$ cat config.mk
export PLATFORM = sky130hd
export DESIGN_NAME = cook_sequencer
export DESIGN_NICKNAME = d
export VERILOG_FILES = /design/src/rtl/cook_sequencer.sv
export SDC_FILE = /design/constraint.sdc
export NUM_CORES = 1
export LEC_CHECK = 0
export BUFFER_PORTS_ARGS = -buffer_cell sky130_fd_sc_hd__buf_2
export CORE_MARGIN = 8
export CORE_UTILIZATION = 40
export DETAILED_ROUTE_END_ITERATION = 8
export PLACE_DENSITY_LB_ADDON = 0.25
export SLEW_MARGIN = 20
export SYNTH_ARGS = -nofsm -noshare
export SYNTH_HDL_FRONTEND = slang
export SYNTH_SLANG_ARGS = --single-unit
export TNS_END_PERCENT = 100
$ cat constraint.sdc
create_clock -name clk -period 4.47 [get_ports clk]
set_input_delay 0.6705 -clock clk [delete_from_list [all_inputs] [get_ports clk]]
set_output_delay 0.6705 -clock clk [all_outputs]
set_load 0.1 [all_outputs]
$ cat src/rtl/cook_sequencer.sv
// cook_sequencer -- oven cook controller.
//   Clocked FSM (IDLE/COOK/PAUSE/DONE) that drives the magnetron enable and
//   the countdown timer strobes from the panel buttons, door switch and the
//   timer-zero flag.
// Configuration macro:
//   DONE_BEEP_EN  when defined, beep_o is high for BEEP_TICKS ticks after
//                 entering DONE; when undefined, beep_o is tied low.
// Ports:
//   clk, rst         clock, asynchronous active-high reset
//   startn_i/stopn_i/clrn_i  debounced active-low buttons
//   door_closed_i    1 = door closed
//   tick_i           1-cycle 1 Hz timebase pulse
//   timer_zero_i     countdown timer is at 0
//   mag_on_o         magnetron enable
//   timer_dec_o      1-cycle decrement strobe to the timer
//   timer_clr_o      1-cycle clear strobe to the timer
//   state_o          00 IDLE, 01 COOK, 10 PAUSE, 11 DONE
//   beep_o           done beeper
module cook_sequencer #(
   parameter int PAUSE_TIMEOUT = 60,
   parameter int BEEP_TICKS    = 3
) (
   input  logic       clk,
   input  logic       rst,
   input  logic       startn_i,
   input  logic       stopn_i,
   input  logic       clrn_i,
   input  logic       door_closed_i,
   input  logic       tick_i,
   input  logic       timer_zero_i,
   output logic       mag_on_o,
   output logic       timer_dec_o,
   output logic       timer_clr_o,
   output logic [1:0] state_o,
   output logic       beep_o
);

   localparam logic [1:0] S_IDLE  = 2'b00;
   localparam logic [1:0] S_COOK  = 2'b01;
   localparam logic [1:0] S_PAUSE = 2'b10;
   localparam logic [1:0] S_DONE  = 2'b11;

   localparam logic [7:0] TO_M1 = 8'(PAUSE_TIMEOUT - 1);

   if (PAUSE_TIMEOUT < 1 || PAUSE_TIMEOUT > 255) begin : g_bad_timeout
      $error("cook_sequencer: PAUSE_TIMEOUT out of range 1..255");
   end
   if (BEEP_TICKS < 1 || BEEP_TICKS > 15) begin : g_bad_beep
      $error("cook_sequencer: BEEP_TICKS out of range 1..15");
   end

   // Button edge detect: bit 0 start, bit 1 stop, bit 2 clr.
   // press_q is the registered falling edge, so a held button is one press.
   logic [2:0] btn_now;
   logic [2:0] btn_q;
   logic [2:0] press_q;

   assign btn_now = {clrn_i, stopn_i, startn_i};

   always_ff @(posedge clk or posedge rst) begin
      if (rst) begin
         btn_q   <= 3'b111;
         press_q <= 3'b000;
      end else begin
         btn_q   <= btn_now;
         press_q <= btn_q & ~btn_now;
      end
   end

   logic [1:0] state_q, state_d;
   logic [7:0] pcnt_q, pcnt_d;
   logic       clr_q, clr_d;

   always_comb begin
      state_d = state_q;
      clr_d   = 1'b0;
      case (state_q)
         S_IDLE: begin
            if (press_q[0] && door_closed_i && !timer_zero_i) state_d = S_COOK;
            else if (press_q[2])                              clr_d   = 1'b1;
         end
         S_COOK: begin
            // timer_zero outranks door and stop
            if (timer_zero_i)                     state_d = S_DONE;
            else if (!door_closed_i || press_q[1]) state_d = S_PAUSE;
         end
         S_PAUSE: begin
            // a start press beats both abort paths, including the timeout
            if (press_q[0] && door_closed_i) begin
               state_d = S_COOK;
            end else if (press_q[1] || press_q[2]) begin
               state_d = S_IDLE;
               clr_d   = 1'b1;
            end else if (tick_i && pcnt_q == TO_M1) begin
               state_d = S_IDLE;
               clr_d   = 1'b1;
            end
         end
         S_DONE: begin
            if ((|press_q) || !door_closed_i) state_d = S_IDLE;
         end
         default: state_d = S_IDLE;
      endcase
   end

   // Pause tick counter only runs while we stay in PAUSE; any other path zeroes it.
   always_comb begin
      pcnt_d = 8'd0;
      if (state_q == S_PAUSE && state_d == S_PAUSE) pcnt_d = pcnt_q + {7'd0, tick_i};
   end

   always_ff @(posedge clk or posedge rst) begin
      if (rst) begin
         state_q <= S_IDLE;
         pcnt_q  <= 8'd0;
         clr_q   <= 1'b0;
      end else begin
         state_q <= state_d;
         pcnt_q  <= pcnt_d;
         clr_q   <= clr_d;
      end
   end

   // Door term is combinational so the magnetron drops the cycle the door opens.
   assign mag_on_o    = (state_q == S_COOK) & door_closed_i;
   assign timer_dec_o = (state_q == S_COOK) & door_closed_i & tick_i;
   // clr_q is only set when the next state is IDLE, so it never overlaps timer_dec_o.
   assign timer_clr_o = clr_q;
   assign state_o     = state_q;

`ifdef DONE_BEEP_EN
   localparam logic [3:0] BT_M1 = 4'(BEEP_TICKS - 1);
   logic       beep_q;
   logic [3:0] bcnt_q;

   always_ff @(posedge clk or posedge rst) begin
      if (rst) begin
         beep_q <= 1'b0;
         bcnt_q <= 4'd0;
      end else if (state_d != S_DONE) begin
         beep_q <= 1'b0;
         bcnt_q <= 4'd0;
      end else if (state_q != S_DONE) begin
         beep_q <= 1'b1;
         bcnt_q <= 4'd0;
      end else if (beep_q && tick_i) begin
         if (bcnt_q == BT_M1) beep_q <= 1'b0;
         bcnt_q <= bcnt_q + 4'd1;
      end
   end

   assign beep_o = beep_q;
`else
   assign beep_o = 1'b0;
`endif

endmodule
==> qor.yml, run 1 <==
cells_and_area:
  most-common-layout-cells: "dfrtp_1 (14), buf_2 (12), nand2_1 (5), inv_1 (5)"
  final_common_cell: "dfrtp_1"
  insertedDiodeCount: 0
  fill_count: 196
  post-route-cell-area_um2: 905.9
  drive_gt1_frac: 0.2841
  nNetsFinal: 99
  footprint_of_the_multi_input_gates_um2: 336.6
  area.sequential_um2: 429.2
  syn_to_final_growth_pct: 12.25
clock_network:
  clock_insertion_delay_at_the_later_pin_of_the_skew_report_ns: 0.29
  clock_path_buffers: 2
  clock_tree.root_cell: "clkbuf_4"
  cts_tree: "yes"
  cts_resized: 0
  cts_sinks: 17
  cts_buffers: 3
  path_clk_slew_ns: 0.10
  cts_hold_buf: 0
  cts.htree.levels: 1
  postCtsSetupBuffers: 0
run:
  maxCapViolCount: 0
critical_path:
  r2r.worst_path.cells: 4
  worst_setup_path_end_kind: "output pin"
  worst_ep_required_time_ns: 3.80
  crit_path_max_incr_delay_ns: 0.43
  worstPathBufferInverterCount: 1
  critPathArrivalTime_ns: 1.62
  regToRegStartpoint: "press_q[0]"
  regToRegSetupSlack_ns: 2.81
  criticalPathCategory: "flip-flop to output pin"
  cp_cell_sequence: "nand2b_1 -> nor2_1 -> and2_1 -> buf_2"
  kind_of_start_point_of_the_critical_path: "flip-flop"
  worst-path-max-fanout: 6
  worst_path_max_delay_cell: "dfrtp_1"
  worst_path_dominant_cell_family: "simple AND/OR/NAND/NOR gates"
  worstReg2RegEnd: "pcnt_q[3]"
place:
  post_dp_cell_area_um2: 878.3
  dp_worst_setup_slack_ns: 2.209
  place_hpwl_um: 1102
  place.port_buffers: 12
  finalWeightedCongestion: 0.7613
logic_synthesis:
  synth.area.mux_share: 0
  postSynthRegisterBits: 17
  post_synth_fa_ha_maj_area_fraction: 0.03101
  synth_simple_gate_area_frac: 0.2124
  combinational_family_with_the_most_area_after_synthesis: "simple AND/OR/NAND/NOR gates"
  ys_async_sr_fraction: 1.000
  post_synth_inst_count: 75
  postSynthNetCount: 85
  yosys_warnings: 0
  synth-edff-count: 0
  postSynth.topFlopCell: "dfrtp_1"
  synth_compound_gate_area_share: 0.1364
  synth.cell_area_um2: 807.0
  synth.lib_cells_used.distinct: 37
  synthesis.area_per_instance_um2: 10.76
  synth-xor-area-share: 0.03256
  ys_seq_area_frac: 0.5318
pwr:
  power.combinational.fraction: 0.355
  total_power_mw: 0.4056
  p_leak_nw: 0.4140
  power.switching_fraction: 0.4317
  pwr-share-seq: 0.439
  p_int_mw: 0.2305
  pwr_density_cell_nw_per_um2: 447.7
  share_clk_of_total_power: 0.206
  vdd_drop_max_uv: 261.2
  p_switching_mw: 0.1751
detailed_routing:
  vias_per_cell: 4.896
  initialDrtViolationCount: 7
  drt_wl_total_um: 1425
  drt_pass1_iterations: 4
  wirelength_per_cell_um: 12.39
  drt_drc_violations_left: 0
  drt.antenna.violating_nets: 0
  num_vias: 563
sta:
  fmaxAchievable_mhz: 436.2
  layout_setup_ws_ns: 2.178
  finalWorstPathRequiredPeriod_ns: 2.292
  slew_headroom: 0.5785
  fin_worst_skew_ns: 0.002287
  layout_worst_path_cycle_share: 0.5129
  setup-violations-final: 0
  finalMaxSlewViolations: 0
  grt_setup_unrepaired: "no"
  setup_total_negative_slack_ns: 0
  tightest_slew_ns: 0.6315
  final-hold-violation-count: 0
floorplan:
  core_area_um2: 1942
  floorplan.initialDensity: 0.4156
  die_width_um: 60.92
  pin_count: 14
  total_die_area_um2: 3711
  die_height_um: 60.92
  rows: 16
global_route:
  globalRoute.totalOverflow: 0
  maximum_number_of_pins_on_one_net_before_global_route_repair: 18
  grt_antenna_before_repair: 0
  grt_usage: 0.08871
  via_count_of_the_first_global_routing_pass: 592
  grt_pass1_wl_um: 2456
outcome:
  status: "finished clean"
min_path:
  path_class_of_the_lowest_slack_min_delay_path: "input port to asynchronous set/reset pin"
Yosys cell counts, types with 2 or more instances:
master / n / area share
dfstp_2: 3 / 0.098
a21oi_1: 3 / 0.019
o21ai_0: 4 / 0.025
ha_1: 2 / 0.031
dfrtp_1: 14 / 0.43
or3_1: 2 / 0.016
nand3_1: 3 / 0.019
nor2_2: 4 / 0.031
nor2b_1: 3 / 0.023
inv_1: 5 / 0.023
nand2_1: 5 / 0.023
xor2_1: 2 / 0.022
worst register-to-register path: stages (launching register included):
cell,delay (ns)
dfrtp_1,0.44
a21bo_1,0.22
or4_4,0.44
or2_1,0.36
nor2_2,0.14
routing by layer:
layer / global-route usage / wire, um / vias to the layer above
li1: - / - / 285
met1: 0.09864 / 635 / 265
met2: 0.1508 / 711 / 11
met3: 0.02754 / 58 / 2
met4: 0.03987 / 19 / 0
met5: 0 / 0 / -
area by class of cell:
class / count / share of cell area
flip-flops and latches: 17 / 0.4738
multi-input cells: 50 / 0.3715
repair buffers: 12 / 0.06630
well taps: 27 / 0.03729
clock buffers: 3 / 0.02486
inverters: 5 / 0.02072
clock inverters: 1 / 0.005525
state kept, by name, summed over array words and instances, names as in the netlist:
register and cells:
timer_clr_o 1, btn_q 3, press_q 3, pcnt_q 8, state_o 2
per-stage QoR:
stage / hold WS, ns / std cells / utilization
after floorplan: 0.4785 / 75 / -
after global placement: 0.4907 / 111 / 0.4523
after detailed placement: 0.4934 / 111 / 0.4523
after CTS: 0.4568 / 115 / 0.4665
after global routing: 0.4532 / 115 / 0.4665
final: 0.4381 / 115 / 0.4665
cell families (layout without fill, tap and decap cells):
kind of cell	Yosys count	count (layout)
and+or+nand+nor	28	28
xor gates and xnor gates	3	3
adders and majority gates	2	2
AOI/OAI and AO/OA	16	16
buffers and inverters	8	21
other	1	1
DFF	17	17
worst max path at each step:
stage	slack [ns]	from	end	cells after the start
floorplan	0.44	state_o[0]	timer_dec_o	3
global placement	2.23	door_closed_i	timer_dec_o	5
detailed placement	2.21	door_closed_i	timer_dec_o	5
CTS	2.16	state_o[1]	timer_dec_o	4
global route	2.06	state_o[1]	timer_dec_o	4
finish	2.18	state_o[1]	timer_dec_o	4
power by group through the flow:
stage,registers (mW),logic [mW],clock network [mW]
global placement,0.181,0.144,0
floorplan,0.238,0.0664,0
detailed placement,0.181,0.145,0
CTS,0.178,0.145,0.0881
finish,0.178,0.144,0.0835
global route,0.181,0.153,0.0931
Note: power is estimated with default switching activity, not from simulation.
==> inputs of run 2 (changes only) <==
==> constraint.sdc (replaced) <==
create_clock -name clk -period 2.3 [get_ports clk]
set_input_delay 0.345 -clock clk [delete_from_list [all_inputs] [get_ports clk]]
set_output_delay 0.345 -clock clk [all_outputs]
set_load 0.1 [all_outputs]
==> run 2 against run 1 <==
  * Combinational power rose by 98%
  * Non-clock buffer count is the same
  * Clock skew up 0.0029 ns
  * Core utilization rose by 0.64 points
  * Via count grew 1.1%
  * Sequential power grew 97%
==> qor.yml, run 2 (synthesis gave the netlist of run 1 again) <==
pwr:
  share_clk_of_total_power: 0.196  # -0.010
  pwr-share-seq: 0.443  # +0.004
  p_int_mw: 0.4531  # +97%
  power.switching_fraction: 0.4270  # -0.004695
  p_switching_mw: 0.3377  # +93%
  pwr_density_cell_nw_per_um2: 861.0  # +92%
  vdd_drop_max_uv: 552.0  # +110%
  power.combinational.fraction: 0.361  # +0.006
  p_leak_nw: 0.4131  # -0.21%
detailed_routing:
  drt_pass1_iterations: 4  # unchanged
  drt.antenna.violating_nets: 0  # unchanged
  num_vias: 569  # +1.1%
  vias_per_cell: 4.948  # +1.1%
  drt_drc_violations_left: 0  # unchanged
  drt_wl_total_um: 1344  # -5.7%
  initialDrtViolationCount: 17  # +10
  wirelength_per_cell_um: 11.69  # -5.7%
outcome:
  status: "finished clean"
critical_path:
  worst_setup_path_end_kind: "output pin"
  worst_path_dominant_cell_family: "simple AND/OR/NAND/NOR gates"
  worst_path_max_delay_cell: "dfrtp_2"
  kind_of_start_point_of_the_critical_path: "flip-flop"
  criticalPathCategory: "flip-flop to output pin"
  worst_ep_required_time_ns: 1.96  # -1.84 ns
  worst-path-max-fanout: 6  # unchanged
  worstPathBufferInverterCount: 1  # unchanged
  crit_path_max_incr_delay_ns: 0.44  # about the same
  cp_cell_sequence: "nand2b_1 -> nor2_4 -> and2_4 -> buf_2"
  critPathArrivalTime_ns: 1.60  # -0.02 ns
clock_network:
  path_clk_slew_ns: 0.09  # about the same
  cts_sinks: 17  # unchanged
  clock_path_buffers: 2  # unchanged
  cts_buffers: 3  # unchanged
  clock_insertion_delay_at_the_later_pin_of_the_skew_report_ns: 0.29  # about the same
  cts_hold_buf: 0  # unchanged
  cts.htree.levels: 1  # unchanged
  cts_resized: 0  # unchanged
  cts_tree: "yes"
  postCtsSetupBuffers: 0  # unchanged
  clock_tree.root_cell: "clkbuf_4"
floorplan:
  die_width_um: 60.92  # unchanged
  floorplan.initialDensity: 0.4156  # unchanged
  pin_count: 14  # unchanged
  total_die_area_um2: 3711  # unchanged
  rows: 16  # unchanged
  core_area_um2: 1942  # unchanged
  die_height_um: 60.92  # unchanged
cells_and_area:
  final_cells: 115  # unchanged
  insertedDiodeCount: 0  # unchanged
  fill_count: 197  # +0.51%
  most-common-layout-cells: "buf_2 (12), dfrtp_1 (12), nand2_1 (5), inv_1 (5)"
  registers.top_by_ff_count: "pcnt_q"
  syn_to_final_growth_pct: 13.80
  largest_register_ffs: 8  # unchanged
  nNetsFinal: 99  # unchanged
  drive_gt1_frac: 0.3295  # +0.04545
  biggestRegsByFlops: "pcnt_q (8), btn_q (3), press_q (3)"
sta:
  finalWorstPathRequiredPeriod_ns: 1.941
  tightest_slew_ns: 0.6080  # -0.02353 ns
  final-hold-violation-count: 0  # unchanged
  fin_worst_skew_ns: 0.005170  # +0.002883 ns
  setup-violations-final: 0  # unchanged
  setup_total_negative_slack_ns: 0  # unchanged
  holdWs_ns: 0.1062  # -0.3319 ns
  finalMaxSlewViolations: 0  # unchanged
  slew_headroom: 0.5942  # +0.01571
  fmaxAchievable_mhz: 515.3
  grt_setup_unrepaired: "no"
  layout_worst_path_cycle_share: 0.8438
place:
  finalWeightedCongestion: 0.8517  # +12%
  number_of_placed_instances_taps_included: 111  # unchanged
  place.port_buffers: 12  # unchanged
  place_hpwl_um: 1073  # -2.7%
global_route:
  grt_antenna_before_repair: 0  # unchanged
  via_count_of_the_first_global_routing_pass: 536  # -9.5%
  grt_usage: 0.08341  # -0.005301
  maximum_number_of_pins_on_one_net_before_global_route_repair: 18  # unchanged
  grt_pass1_wl_um: 2290  # -6.8%
  globalRoute.totalOverflow: 0  # unchanged
min_path:
  path_class_of_the_lowest_slack_min_delay_path: "input port to asynchronous set/reset pin"
run:
  maxCapViolCount: 0  # unchanged
run 2: changes by cell type in the layout (fill, tap and decap cells not counted):
cell,previous run,this run
dfrtp_1,14,12
dfrtp_2,0,2
and2_1,1,0
and2_4,0,1
nor2_1,1,0
nor2_4,1,2
run 2: through the flow:
step / cell area (um^2) / total power, mW / util / setup slack [ns]
finish: 918.4 / 0.7907 / 0.4729 / 0.3593
global route: 918.4 / 0.8307 / 0.4729 / 0.2863
CTS: 918.4 / 0.8036 / 0.4729 / 0.3408
detailed placement: 890.9 / 0.6434 / 0.4588 / 0.6372
global placement: 890.9 / 0.6427 / 0.4588 / 0.6603
floorplan: 819.5 / 0.6020 / - / 0.1192
run 2: final cells by class:
class | instances | area (um^2) | area share
flip-flops and latches | 17 | 431.7 | 0.4700
well taps | 27 | 33.78 | 0.03678
clock buffers | 3 | 22.52 | 0.02452
inverters | 5 | 18.77 | 0.02044
multi-input cells | 50 | 346.6 | 0.3774
repair buffers | 12 | 60.06 | 0.06540
clock inverters | 1 | 5.005 | 0.005450
run 2: final timing paths:
path | from | slack, ns | cells past startpoint | end
hold reg to reg | state_o[0] | 0.50 | 1 | timer_clr_o
hold / removal | rst | 0.11 | 2 | pcnt_q[2]
min in group clk | clrn_i | 0.15 | 1 | btn_q[2]
setup reg to reg | press_q[0] | 0.66 | 4 | pcnt_q[3]
max in group asynchronous | rst | 1.76 | 2 | state_o[0]
setup / recovery | state_o[1] | 0.36 | 4 | timer_dec_o
run 2: power by group through the flow:
stage | sequential, mW | combinational (mW) | clock [mW]
floorplan | 0.465 | 0.137 | 0
global placement | 0.355 | 0.288 | 0
detailed placement | 0.356 | 0.288 | 0
CTS | 0.350 | 0.288 | 0.166
global route | 0.354 | 0.302 | 0.175
finish | 0.350 | 0.285 | 0.155
run 2: metal layers:
metal	track usage	wire length (um)	part of all wire	up-vias
li1	-	-	-	284
met1	0.1020	562	0.42	267
met4	0.02990	8	0.0060	0
met5	0	0	0	-
met3	0.04025	102	0.076	2
met2	0.1237	670	0.50	16
run 2: worst register-to-register path, cell delays in order, from the launching register on:
cell and delay (ns):
dfrtp_1 0.43, a21bo_1 0.21, or4_4 0.43, or2_1 0.36
nor2_2 0.14
